$ cat src/rtl/alu_cmd_sequencer_if.sv
// Command, ALU-issue and response signal bundle for alu_cmd_sequencer.
// slave = sequencer side, master = host/ALU side.
interface alu_cmd_sequencer_if #(
    parameter int DEPTH = 4
);
    logic                     cmd_valid;
    logic                     cmd_ready;
    logic [3:0]               cmd_op;
    logic [7:0]               cmd_a;
    logic [7:0]               cmd_b;
    logic                     cmd_use_acc;
    logic [3:0]               alu_opcode;
    logic [7:0]               alu_a;
    logic [7:0]               alu_b;
    logic [15:0]              alu_result;
    logic                     rsp_valid;
    logic                     rsp_ready;
    logic [3:0]               rsp_op;
    logic [15:0]              rsp_result;
    logic                     busy;
    logic [$clog2(DEPTH):0]   count;

    modport master (
        output cmd_valid, cmd_op, cmd_a, cmd_b, cmd_use_acc, alu_result, rsp_ready,
        input  cmd_ready, alu_opcode, alu_a, alu_b, rsp_valid, rsp_op, rsp_result, busy, count
    );

    modport slave (
        input  cmd_valid, cmd_op, cmd_a, cmd_b, cmd_use_acc, alu_result, rsp_ready,
        output cmd_ready, alu_opcode, alu_a, alu_b, rsp_valid, rsp_op, rsp_result, busy, count
    );
endinterface

$ cat src/rtl/alu_cmd_sequencer.sv
// Buffered issue stage for the 8-bit ALU: FIFO of commands, IDLE/EXEC/HOLD issue FSM, result return.
// Optional macro ALU_SEQ_DROP_NOP_EN discards NOP commands in IDLE instead of issuing them.
module alu_cmd_sequencer #(
    parameter int DEPTH = 4
) (
    input logic                clk,
    input logic                rst,
    alu_cmd_sequencer_if.slave bus
);
    localparam int            AW     = $clog2(DEPTH);
    localparam logic [AW:0]   FULL   = (AW+1)'(DEPTH);
    localparam logic [3:0]    OP_NOP = 4'd0;

    localparam logic [1:0] IDLE = 2'd0;
    localparam logic [1:0] EXEC = 2'd1;
    localparam logic [1:0] HOLD = 2'd2;

    // entry layout: {use_acc, op, a, b}
    logic [20:0]    mem [DEPTH];
    logic [AW-1:0]  wr_ptr;
    logic [AW-1:0]  rd_ptr;
    logic [AW:0]    count;
    logic [1:0]     state;
    logic [7:0]     acc;

    logic [3:0]     alu_opcode;
    logic [7:0]     alu_a;
    logic [7:0]     alu_b;
    logic           rsp_valid;
    logic [3:0]     rsp_op;
    logic [15:0]    rsp_result;

    logic           head_use_acc;
    logic [3:0]     head_op;
    logic [7:0]     head_a;
    logic [7:0]     head_b;
    logic           push;
    logic           pop;
    logic           issue;

    assign {head_use_acc, head_op, head_a, head_b} = mem[rd_ptr];

    assign bus.cmd_ready = (count != FULL);
    assign push          = bus.cmd_valid && bus.cmd_ready;
    assign pop           = (state == IDLE) && (count != '0);

    always_comb begin
        issue = pop;
`ifdef ALU_SEQ_DROP_NOP_EN
        issue = pop && (head_op != OP_NOP);
`endif
    end

    always_ff @(posedge clk) begin
        if (push) begin
            mem[wr_ptr] <= {bus.cmd_use_acc, bus.cmd_op, bus.cmd_a, bus.cmd_b};
        end
    end

    always_ff @(posedge clk) begin
        if (rst) begin
            wr_ptr     <= '0;
            rd_ptr     <= '0;
            count      <= '0;
            state      <= IDLE;
            acc        <= '0;
            alu_opcode <= '0;
            alu_a      <= '0;
            alu_b      <= '0;
            rsp_valid  <= 1'b0;
            rsp_op     <= '0;
            rsp_result <= '0;
        end else begin
            if (push) wr_ptr <= wr_ptr + 1'b1;
            if (pop)  rd_ptr <= rd_ptr + 1'b1;
            case ({push, pop})
                2'b10:   count <= count + 1'b1;
                2'b01:   count <= count - 1'b1;
                default: ;
            endcase

            case (state)
                IDLE: begin
                    // a dropped NOP still pops, so the next entry is visible next cycle
                    if (issue) begin
                        alu_opcode <= head_op;
                        alu_a      <= head_use_acc ? acc : head_a;
                        alu_b      <= head_b;
                        state      <= EXEC;
                    end
                end
                EXEC: begin
                    rsp_op     <= alu_opcode;
                    rsp_valid  <= 1'b1;
                    if (alu_opcode == OP_NOP) begin
                        rsp_result <= '0;
                    end else begin
                        rsp_result <= bus.alu_result;
                        acc        <= bus.alu_result[7:0];
                    end
                    state <= HOLD;
                end
                HOLD: begin
                    if (bus.rsp_ready) begin
                        rsp_valid <= 1'b0;
                        state     <= IDLE;
                    end
                end
                default: state <= IDLE;
            endcase
        end
    end

    assign bus.alu_opcode = alu_opcode;
    assign bus.alu_a      = alu_a;
    assign bus.alu_b      = alu_b;
    assign bus.rsp_valid  = rsp_valid;
    assign bus.rsp_op     = rsp_op;
    assign bus.rsp_result = rsp_result;
    assign bus.count      = count;
    assign bus.busy       = (state != IDLE) || (count != '0);
endmodule
$ cat src/flat_wrapper.sv
// flat-port wrapper written by rule: the top's interface ports become plain ports
module alu_cmd_sequencer_flat 
#(
    parameter int DEPTH = 4
)
  (clk, rst, bus_cmd_valid, bus_cmd_op, bus_cmd_a, bus_cmd_b, bus_cmd_use_acc, bus_alu_result, bus_rsp_ready, bus_cmd_ready, bus_alu_opcode, bus_alu_a, bus_alu_b, bus_rsp_valid, bus_rsp_op, bus_rsp_result, bus_busy, bus_count);
  alu_cmd_sequencer_if #(.DEPTH(DEPTH)) bus_i ();
  input logic clk;
  input logic rst;
  input wire logic [$bits(bus_i.cmd_valid)-1:0] bus_cmd_valid;
  input wire logic [$bits(bus_i.cmd_op)-1:0] bus_cmd_op;
  input wire logic [$bits(bus_i.cmd_a)-1:0] bus_cmd_a;
  input wire logic [$bits(bus_i.cmd_b)-1:0] bus_cmd_b;
  input wire logic [$bits(bus_i.cmd_use_acc)-1:0] bus_cmd_use_acc;
  input wire logic [$bits(bus_i.alu_result)-1:0] bus_alu_result;
  input wire logic [$bits(bus_i.rsp_ready)-1:0] bus_rsp_ready;
  output wire logic [$bits(bus_i.cmd_ready)-1:0] bus_cmd_ready;
  output wire logic [$bits(bus_i.alu_opcode)-1:0] bus_alu_opcode;
  output wire logic [$bits(bus_i.alu_a)-1:0] bus_alu_a;
  output wire logic [$bits(bus_i.alu_b)-1:0] bus_alu_b;
  output wire logic [$bits(bus_i.rsp_valid)-1:0] bus_rsp_valid;
  output wire logic [$bits(bus_i.rsp_op)-1:0] bus_rsp_op;
  output wire logic [$bits(bus_i.rsp_result)-1:0] bus_rsp_result;
  output wire logic [$bits(bus_i.busy)-1:0] bus_busy;
  output wire logic [$bits(bus_i.count)-1:0] bus_count;
  assign bus_i.cmd_valid = bus_cmd_valid;
  assign bus_i.cmd_op = bus_cmd_op;
  assign bus_i.cmd_a = bus_cmd_a;
  assign bus_i.cmd_b = bus_cmd_b;
  assign bus_i.cmd_use_acc = bus_cmd_use_acc;
  assign bus_i.alu_result = bus_alu_result;
  assign bus_i.rsp_ready = bus_rsp_ready;
  assign bus_cmd_ready = bus_i.cmd_ready;
  assign bus_alu_opcode = bus_i.alu_opcode;
  assign bus_alu_a = bus_i.alu_a;
  assign bus_alu_b = bus_i.alu_b;
  assign bus_rsp_valid = bus_i.rsp_valid;
  assign bus_rsp_op = bus_i.rsp_op;
  assign bus_rsp_result = bus_i.rsp_result;
  assign bus_busy = bus_i.busy;
  assign bus_count = bus_i.count;
  alu_cmd_sequencer #(.DEPTH(DEPTH)) u_core (.clk(clk), .rst(rst), .bus(bus_i));
endmodule
$ cat config.mk
export PLATFORM = sky130hd
export DESIGN_NAME = alu_cmd_sequencer_flat
export DESIGN_NICKNAME = d
export VERILOG_FILES = /design/src/rtl/alu_cmd_sequencer_if.sv /design/src/rtl/alu_cmd_sequencer.sv /design/src/flat_wrapper.sv
export SDC_FILE = /design/constraint.sdc
export NUM_CORES = 1
export LEC_CHECK = 0
export ABC_AREA = 1
export ABC_CLOCK_PERIOD_IN_PS = 2300
export BUFFER_PORTS_ARGS = -buffer_cell sky130_fd_sc_hd__buf_2
export CAP_MARGIN = 40
export CORE_MARGIN = 4
export CORE_UTILIZATION = 50
export CTS_BUF_LIST = sky130_fd_sc_hd__clkbuf_4
export DETAILED_ROUTE_END_ITERATION = 12
export HOLD_SLACK_MARGIN = 0.03
export PLACE_DENSITY = 0.78
export SYNTH_ARGS = -nofsm -noshare
export SYNTH_HDL_FRONTEND = slang
export SYNTH_SLANG_ARGS = --single-unit
$ cat constraint.sdc
create_clock -name clk -period 2.3 [get_ports clk]
set_input_delay 0.115 -clock clk [delete_from_list [all_inputs] [get_ports clk]]
set_output_delay 0.115 -clock clk [all_outputs]
set_load 0.02 [all_outputs]
==> results of run 1 <==
[cells in the mapped netlist, types with 2 or more instances]
cell,n,area (um2)
nand2_1,108,405
nand3_1,44,220
a21oi_1,35,175
ha_1,5,62.6
a31oi_1,12,75.1
dfxtp_1,60,1200
o21ai_1,2,10.0
inv_4,2,12.5
buf_1,3,11.3
clkbuf_1,4,15.0
nor2_1,85,319
nand2_4,2,22.5
buf_2,9,45.0
inv_1,26,97.6
edfxtp_1,84,2520
o21ai_0,40,200
inv_2,4,15.0
buf_4,6,45.0
buf_6,4,45.0
[logic make-up (layout without fill, tap and decap cells)]
| logic type | Yosys count | in the layout | share of synthesized area |
|---|---|---|---|
| simple gates | 246 | 246 | 0.183 |
| flops | 144 | 144 | 0.666 |
| compound gates | 90 | 90 | 0.0837 |
| buf+inv | 59 | 204 | 0.0522 |
| fa+ha+maj | 6 | 6 | 0.0148 |
| other cells | 0 | 1 | 0 |
[cell type report]
cell class	count	area (um2)
antenna	1	2.50
tap	140	175
timing repair buffer	140	953
fill	838	4010
clock inverter	11	163
multi-input combinational	342	1580
sequential	144	3720
inverter	32	125
clock buffer	21	158
[worst max-delay path by stage]
stage / start / endpoint / slack [ps] / cells after the start
after floorplan: u_core.bus.count[1]$_SDFFE_PP0P_ / u_core.mem[0][0]$_DFFE_PP_ / -20 / 4
after global placement: u_core.state[0]$_SDFFE_PP0P_ / u_core.bus.count[2]$_SDFFE_PP0P_ / 450 / 10
after detailed placement: u_core.bus.count[2]$_SDFFE_PP0P_ / u_core.bus.count[2]$_SDFFE_PP0P_ / 360 / 11
after CTS: u_core.bus.count[2]$_SDFFE_PP0P_ / u_core.bus.count[2]$_SDFFE_PP0P_ / 330 / 11
after global routing: u_core.bus.count[2]$_SDFFE_PP0P_ / u_core.bus.count[2]$_SDFFE_PP0P_ / 150 / 11
final: u_core.bus.count[2]$_SDFFE_PP0P_ / u_core.bus.count[2]$_SDFFE_PP0P_ / 330 / 11
[state kept, by name (all words and copies together) (netlist names), named ones only]
register	count
u_core.bus.rsp_result	16
u_core.bus.alu_opcode	4
u_core.bus.alu_b	8
u_core.bus.alu_a	8
u_core.bus.count	3
u_core.acc	8
u_core.bus.rsp_valid	1
u_core.bus.rsp_op	4
u_core.rd_ptr	2
u_core.wr_ptr	2
u_core.mem	84
u_core.state	2
[repair_timing]
action,in CTS,in global routing
setup buffers,0,0
endpoints found under the hold margin,113,0
setup endpoints to repair,0,0
hold buffers,44,0
[tightest hold or removal path: cells and delay by family]
kind | cells | cell delay, ps
buf+inv | 2 | 650
compound gates | 1 | 60
[power by group]
| part | internal, mW | switching (mW) | total [mW] | leakage, nW |
|---|---|---|---|---|
| combinational | 0.897 | 1.89 | 2.79 | 1.38 |
| clock | 0.908 | 0.835 | 1.74 | 0.175 |
| sequential | 3.17 | 0.207 | 3.38 | 1.26 |
| total | 4.98 | 2.93 | 7.91 | 2.82 |
[per-layer routing]
layer | vias to the layer above | GRT usage
li1 | 2108 | -
met1 | 1919 | 0.232
met2 | 107 | 0.317
met3 | 13 | 0.0393
met4 | 0 | 0.0681
met5 | - | 0
[stage by stage]
stage | setup TNS [ps] | hold WS, ps | utilization | area, um2
3_3_place_gp | 0 | 323 | 0.561 | 6100
6_report | 0 | 347 | 0.632 | 6880
3_5_place_dp | 0 | 330 | 0.562 | 6120
5_1_grt | 0 | 323 | 0.632 | 6880
4_1_cts | 0 | 304 | 0.632 | 6880
2_1_floorplan | -1540 | 214 | - | 5590
==> results.json, run 1 <==
{
  "outcome": "complete, no violations",
  "ys_seq_area_frac": 0.666,
  "clk_pin_slew_worst_paths_ps": 120,
  "ys_ff_latch": 144,
  "grt_antenna_before_repair": 1,
  "dp_cells": 754,
  "cpMostUsedCell": "inv_1",
  "crit_fanout": 4,
  "period_share": 0.859,
  "synthCells": 545,
  "finalHoldViolCount": 0,
  "synth_nets": 592,
  "grt_pass1_wl_mm": 18.9,
  "grt_max_degree": 44,
  "cts.sinks": 144,
  "cts_buffer_depth": 2,
  "final_cell_mix": "108 x nand2_1, 86 x buf_2, 84 x edfxtp_1, 81 x nor2_1, 60 x dfxtp_1",
  "drc_errors": 0,
  "wl_met2_mm": 5.76,
  "timing.final.ws_setup_ps": 325,
  "fin_nets": 724,
  "grt_usage": 0.185,
  "cp_data_arrival_time_ps": 2430,
  "num_io_pins": 87,
  "pre_cts_ws_ps": 364,
  "endpoint_kind": "flop",
  "holdPathStages": 3,
  "core-area_mm2": 0.0109,
  "portBuffers": 86,
  "gp_congestion": 0.766,
  "clkLatencyLatePin_ps": 510,
  "drv_cap": 0,
  "post_drt_wl_per_cell_um": 13.9,
  "synthDistinctLibCells": 29,
  "setup_viol": 0,
  "cp_num_buf_inv": 3,
  "final_common_cell": "nand2_1",
  "synth_edf_count": 84,
  "reg2reg_to": "u_core.bus.count[2]$_SDFFE_PP0P_",
  "top_layer_used": "met4",
  "initial_utilization": 0.513,
  "max_stage_delay_ps": 390,
  "dp_hpwl_mm": 7.15,
  "final.min_clock_period_ps": 1970,
  "fin_cells": 831,
  "max_slew.worst_pin.slew_ps": 496,
  "firstDrtPassIters": 5,
  "grt_overflow_total": 0,
  "die_w_um": 114,
  "routed-wl-met3_um": 672,
  "row_count": 38,
  "hold_class": "input pin to flop",
  "fin_skew_ps": 22.2,
  "min-delay-start": "bus_rsp_ready",
  "ys.flop_type": "edfxtp_1",
  "maxSlewViolCount": 0,
  "htree_levels": 4,
  "leakagePower_nw": 2.82,
  "num_vias": 4147,
  "crit_path_top_delay_cell": "dfxtp_1",
  "timing.slew.headroom": 0.669,
  "reg2reg_slack_ps": 330,
  "ant_nets": 0,
  "synth_warnings": 0,
  "cts_resized": 0,
  "rr_startpoint": "u_core.bus.count[2]$_SDFFE_PP0P_",
  "post_drt_via_cell_ratio": 4.99,
  "whs_endpoint": "u_core.bus.rsp_valid$_SDFFE_PP0P_",
  "synthArstFlopShare": 0,
  "criticalPathCategory": "flop to flop",
  "cts_inserted_buffers": 17,
  "rr_worst_depth": 11,
  "root_buffer": "clkbuf_4",
  "fin_total_pwr_mw": 7.91,
  "die_area_mm2": 0.0129,
  "wl_mm": 11.6,
  "area_growth_syn_to_layout_pct": 23.2,
  "cp-start-kind": "flop",
  "syn-cell-area_mm2": 0.00559,
  "grt_setup_unrepaired": "no",
  "grt_pass1_vias": 4026,
  "max_freq_mhz": 506,
  "critical_path.top_delay_family": "simple AND/OR/NAND/NOR gates",
  "wl_met1_mm": 4.96,
  "tritoncts": "built",
  "cp.required_ps": 2760,
  "pwr_density_cell_mw_per_mm2": 1150,
  "die_h_um": 114,
  "layout-drive-gt1-share": 0.206,
  "ir_drop_v": 0.000561,
  "syn_avg_cell_area_um2": 10.3,
  "cp_cell_sequence": "inv_1, nand3_1, nand2_4, inv_2, ha_1, inv_1, fa_1, or2_2, nand2_1, o21ai_0, a21oi_1",
  "drt_iter0_drc": 312
}
Power figures use the tool's default switching activity.
==> run 2, diff against run 1 <==
ABC_AREA = not set   (was 1)
CELL_PAD_IN_SITES_DETAIL_PLACEMENT = 0   (was not set)
CELL_PAD_IN_SITES_GLOBAL_PLACEMENT = 1   (was not set)
CORE_UTILIZATION = 48   (was 50)
PLACE_DENSITY = not set   (was 0.78)
PLACE_DENSITY_LB_ADDON = 0.1   (was not set)
==> run 2 against run 1 <==
  * Critical endpoint unchanged
  * Die area is 0.70% higher
  * Clock skew down 13 ps
  * Via count is 15% lower
  * First-iteration DRC count fell by 23%
  * Sequential cell count unchanged
  * Final cell count fell by 19%
==> results.json, run 2 <==
{
  "dp_hpwl_mm": 6.94,
  "synthArstFlopShare": 0,
  "max_slew.worst_pin.slew_ps": 819,
  "outcome": "complete, no violations",
  "endpoint_kind": "flop",
  "htree_levels": 4,
  "cp-start-kind": "flop",
  "grt_pass1_wl_mm": 18.5,
  "final.min_clock_period_ps": 2160,
  "tns_ps": 0,
  "grt_max_degree": 60,
  "fin_nets": 567,
  "fin_cells": 673,
  "post_drt_via_cell_ratio": 5.26,
  "tritoncts": "built",
  "ir_drop_v": 0.000597,
  "synth_warnings": 0,
  "ant_nets": 0,
  "grt_antenna_before_repair": 0,
  "clkLatencyLatePin_ps": 540,
  "max_stage_delay_ps": 400,
  "synth_most_common_cell": "edfxtp_1",
  "layout-drive-gt1-share": 0.296,
  "num_io_pins": 87,
  "largest_reg_flops": 84,
  "design_area_mm2": 0.00677,
  "grt_pass1_vias": 3587,
  "drv_cap": 0,
  "finalHoldViolCount": 0,
  "leakagePower_nw": 2.53,
  "num_vias": 3539,
  "fin_total_pwr_mw": 8.12,
  "n_fill_cell": 877,
  "die_w_um": 114,
  "synthCells": 386,
  "syn-cell-area_mm2": 0.00541,
  "firstDrtPassIters": 4,
  "clk_pin_slew_worst_paths_ps": 110,
  "wl_mm": 11.4,
  "syn_avg_cell_area_um2": 14.0,
  "antennaDiodeCount": 0,
  "die_h_um": 114,
  "ys_ff_latch": 144,
  "drt_iter0_drc": 240,
  "synthDistinctLibCells": 34,
  "grt_usage": 0.186,
  "cts.sinks": 144,
  "synth_top_area_frac": 0.467,
  "setup_viol": 0,
  "final_common_cell": "buf_2",
  "final_cell_mix": "86 x buf_2, 84 x edfxtp_1, 58 x dfxtp_1, 57 x a21oi_1, 39 x dlygate4sd3_1",
  "cts_buffer_depth": 2,
  "dp_cells": 602,
  "grt_overflow_total": 0,
  "gp_congestion": 0.728,
  "timing.slew.headroom": 0.454,
  "timing.final.ws_setup_ps": 137,
  "criticalPathCategory": "flop to flop",
  "timing.hold.ws_ps": 181,
  "post_drt_wl_per_cell_um": 16.9,
  "grt_setup_unrepaired": "no",
  "yosys.area.top_type": "edfxtp_1",
  "portBuffers": 86,
  "synth_edf_count": 84,
  "place_area_mm2": 0.00602,
  "initial_utilization": 0.494,
  "fin_skew_ps": 9.63,
  "regMostFlops": "u_core.mem",
  "crit_fanout": 6,
  "cp_data_arrival_time_ps": 2630,
  "row_count": 38,
  "drc_errors": 0,
  "cp.required_ps": 2770,
  "cts_inserted_buffers": 17,
  "top_regs": "u_core.mem x84, u_core.bus.rsp_result x16",
  "yosys-top-cells-count": "84 x edfxtp_1, 60 x dfxtp_1, 57 x a21oi_1",
  "pwr_density_cell_mw_per_mm2": 1200,
  "postLayoutCoreUtil": 0.619,
  "ys_seq_area_frac": 0.689,
  "pre_cts_ws_ps": 135,
  "die_area_mm2": 0.0130,
  "maxSlewViolCount": 0,
  "synth_top_cells_by_area": "edfxtp_1 47%, dfxtp_1 22%, mux4_2 8.8%, a21oi_1 5.3%, nand3_1 2.9%",
  "core-area_mm2": 0.0109,
  "max_freq_mhz": 462,
  "cp_cell_sequence": "or3b_1, nand2_1, ha_1, inv_1, fa_1, xor2_1, or3_1, a21oi_1",
  "period_share": 0.940,
  "synth_nets": 433,
  "hold_class": "input pin to flop",
  "crit_path_top_delay_cell": "or3b_1",
  "ys.flop_type": "edfxtp_1",
  "area_growth_syn_to_layout_pct": 25.2,
  "postCtsSetupRepairBufs": 0,
  "root_buffer": "clkbuf_4"
}
==> run 2: cell count changes after synthesis, moves of 18 or more <==
cell     delta
nand2_1    -81
nor2_1     -81
a21oi_1    +22
mux4_2     +21
inv_1      -20
o21ai_0    -18
==> run 2: cell families (layout without fill, tap and decap cells) <==
family,after synthesis,in the layout,share of synthesized area
AOI/OAI and AO/OA,90,90,0.0884
xor gates and xnor gates,2,2,0.00324
adders and majority gates,6,6,0.0153
buffers and inverters,34,181,0.0280
DFF,144,144,0.689
muxes,29,29,0.102
and+or+nand+nor,81,81,0.0738
==> run 2: path summary, 6_finish.rpt <==
path / start / cells after the start / slack [ps] / end
max reg2reg: u_core.bus.count[1]$_SDFFE_PP0P_ / 8 / 140 / u_core.bus.count[2]$_SDFFE_PP0P_
min: rst / 3 / 180 / u_core.bus.count[1]$_SDFFE_PP0P_
min reg2reg: u_core.bus.rsp_result[5]$_SDFFE_PP0P_ / 2 / 460 / u_core.bus.rsp_result[5]$_SDFFE_PP0P_
max: u_core.bus.count[1]$_SDFFE_PP0P_ / 8 / 140 / u_core.bus.count[2]$_SDFFE_PP0P_
==> run 2: cell type report <==
cell class | count | area [um2] | area share
inverters | 6 | 22.5 | 0.00333
clock inverters | 13 | 216 | 0.0320
repair buffers | 143 | 956 | 0.141
flip-flops and latches | 144 | 3730 | 0.550
clock buffers | 19 | 143 | 0.0211
multi-input cells | 208 | 1530 | 0.226
well taps | 140 | 175 | 0.0259
==> run 2: where the power goes <==
part / internal, mW / total [mW] / switching [mW]
Clock: 1.09 / 1.95 / 0.862
Sequential: 3.16 / 3.40 / 0.241
Combinational: 1.08 / 2.77 / 1.70
Total: 5.32 / 8.12 / 2.80
==> run 2: metal layers <==
metal	part of all wire	track usage	wire length [um]
met5	0	0	0
met4	0.015	0.0744	172
met3	0.051	0.0492	583
met2	0.46	0.282	5260
met1	0.47	0.257	5360
==> run 2: repair_timing <==
item,CTS,global route
resized for setup,0,1
endpoints found under the setup margin,0,1
endpoints found under the hold margin,112,0
hold buffers,39,0
==> run 2: critical path, delay by kind of cell, from the launching register on <==
family,cells,cell delay [ps]
fa+ha+maj,2,560
simple gates,3,800
compound gates,1,140
xor+xnor,1,160
flops,1,390
buf+inv,1,60
==> run 3, diff against run 2 <==
MAX_ROUTING_LAYER = met4   (was not set)
==> run 3 against run 2 <==
  * Wire length decreased by 0.18%
  * Critical path type unchanged
  * Critical path depth unchanged
  * Maximum frequency down 0.18%
  * Register-to-register slack about the same
  * Count of clock-buffer cells in the layout unchanged
  * Final cell count unchanged
  * Clock power barely moved
  * Die area unchanged
  * Sequential power about the same
  * Combinational power is essentially flat
  * Utilization unchanged
==> results.json, run 3 (same netlist as run 2, synthesis figures left out) <==
{
  "setup_viol": 0,
  "grt_pass1_vias": 3592,
  "root_buffer": "clkbuf_4",
  "drt_iter0_drc": 247,
  "top_regs": "u_core.mem x84, u_core.bus.rsp_result x16",
  "clkLatencyLatePin_ps": 530,
  "num_vias": 3554,
  "grt_usage": 0.191,
  "rr_worst_depth": 8,
  "outcome": "complete, no violations",
  "cp_data_arrival_time_ps": 2620,
  "final_common_cell": "buf_2",
  "wl_mm": 11.4,
  "grt_max_degree": 60,
  "grt_pass1_wl_mm": 18.5,
  "fin_nets": 567,
  "gp_congestion": 0.736,
  "min-delay-start": "rst",
  "final.min_clock_period_ps": 2170,
  "fin_skew_ps": 11.2,
  "cp_cell_sequence": "or3b_1, nand2_1, ha_1, inv_1, fa_1, xor2_1, or3_1, a21oi_1",
  "antennaDiodeCount": 0,
  "pwr_density_cell_mw_per_mm2": 1200,
  "drv_cap": 0,
  "fin_cells": 673,
  "tritoncts": "built",
  "ir_drop_v": 0.000596,
  "crit_start": "u_core.bus.count[1]$_SDFFE_PP0P_",
  "reg2reg_to": "u_core.bus.count[2]$_SDFFE_PP0P_",
  "num_io_pins": 87,
  "cts_inserted_buffers": 17,
  "die_area_mm2": 0.0130,
  "final_cell_mix": "86 x buf_2, 84 x edfxtp_1, 58 x dfxtp_1, 57 x a21oi_1, 39 x dlygate4sd3_1",
  "cts_buffer_depth": 2,
  "post_drt_wl_per_cell_um": 16.9,
  "holdPathStages": 3,
  "layout-drive-gt1-share": 0.296,
  "postLayoutCoreUtil": 0.619,
  "cts.sinks": 144,
  "clk_pin_slew_worst_paths_ps": 110,
  "grt_setup_unrepaired": "no",
  "endpoint_kind": "flop",
  "grt_antenna_before_repair": 0,
  "htree_levels": 4,
  "n_fill_cell": 877,
  "firstDrtPassIters": 6,
  "hold_class": "input pin to flop",
  "finalHoldViolCount": 0,
  "rr_startpoint": "u_core.bus.count[1]$_SDFFE_PP0P_",
  "area_growth_syn_to_layout_pct": 25.2,
  "timing.final.ws_setup_ps": 134,
  "cp.required_ps": 2760,
  "max_slew.worst_pin.slew_ps": 837,
  "die_h_um": 114,
  "timing.slew.headroom": 0.442,
  "maxSlewViolCount": 0,
  "whs_endpoint": "u_core.bus.count[1]$_SDFFE_PP0P_",
  "post_drt_via_cell_ratio": 5.28,
  "crit_fanout": 6,
  "portBuffers": 86,
  "grt_overflow_total": 0,
  "criticalPathCategory": "flop to flop",
  "pre_cts_ws_ps": 135,
  "largest_reg_flops": 84,
  "crit_path_top_delay_cell": "or3b_1",
  "row_count": 38,
  "dp_cells": 602,
  "initial_utilization": 0.494,
  "reg2reg_slack_ps": 130,
  "regMostFlops": "u_core.mem",
  "max_stage_delay_ps": 400,
  "cp-start-kind": "flop",
  "period_share": 0.942,
  "dp_hpwl_mm": 6.94,
  "postCtsSetupRepairBufs": 0,
  "drc_errors": 0,
  "ant_nets": 0,
  "tns_ps": 0,
  "max_freq_mhz": 462,
  "die_w_um": 114,
  "leakagePower_nw": 2.53,
  "core-area_mm2": 0.0109
}
==> run 3: cell counts in the layout (fill, tap and decap cells not counted) <==
Identical to the previous run, type by type.
==> run 3: final cells by class <==
| cell class | instances | area, um2 | share of cell area |
|---|---|---|---|
| multi-input combinational | 208 | 1530 | 0.226 |
| timing repair buffer | 143 | 956 | 0.141 |
| clock buffer | 19 | 143 | 0.0211 |
| tap | 140 | 175 | 0.0259 |
| sequential | 144 | 3730 | 0.550 |
| inverter | 6 | 22.5 | 0.00333 |
| clock inverter | 13 | 216 | 0.0320 |
==> run 3: what timing repair did <==
| item | in CTS | in global routing |
|---|---|---|
| gates resized for setup | 0 | 1 |
| hold buffers | 39 | 0 |
| hold endpoints to repair | 112 | 0 |
| setup endpoints to repair | 0 | 1 |
==> run 3: how the worst max path moves through the flow <==
stage | depth (start not counted) | slack [ps] | end
final | 8 | 130 | u_core.bus.count[2]$_SDFFE_PP0P_
after global routing | 8 | 5 | u_core.bus.count[2]$_SDFFE_PP0P_
after CTS | 8 | 110 | u_core.bus.count[2]$_SDFFE_PP0P_
after detailed placement | 8 | 140 | u_core.bus.count[2]$_SDFFE_PP0P_
after global placement | 8 | 250 | u_core.bus.count[2]$_SDFFE_PP0P_
after floorplan | 9 | 30 | u_core.bus.count[2]$_SDFFE_PP0P_
==> run 3: critical path, delay by kind of cell, from the launching register on <==
| family | cells | cell delay, ps |
|---|---|---|
| buf+inv | 1 | 60 |
| simple gates | 3 | 800 |
| fa+ha+maj | 2 | 560 |
| compound gates | 1 | 140 |
| xor+xnor | 1 | 160 |
| flops | 1 | 390 |
==> run 3: per-layer routing <==
layer	GRT usage	share of wire	vias up	wire (um)
li1	-	-	1727	-
met1	0.256	0.47	1728	5380
met2	0.282	0.47	88	5320
met3	0.0470	0.047	11	529
met4	0.0744	0.012	0	132
met5	-	0	-	0
==> run 3: stage by stage <==
stage / cell area [um2] / power (mW) / hold slack, ps
detailed placement: 6020 / 6.20 / 332
floorplan: 5410 / 5.34 / 214
finish: 6770 / 8.11 / 187
global placement: 6020 / 6.15 / 326
global route: 6770 / 8.63 / 171
CTS: 6770 / 8.19 / 149
==> run 3: report_power, final <==
part           leakage [nW]  switching, mW  internal [mW]  total, mW
clock                 0.187          0.850           1.09       1.94
combinational          1.08           1.70           1.08       2.77
sequential             1.26          0.240           3.16       3.40
total                  2.53           2.79           5.33       8.11
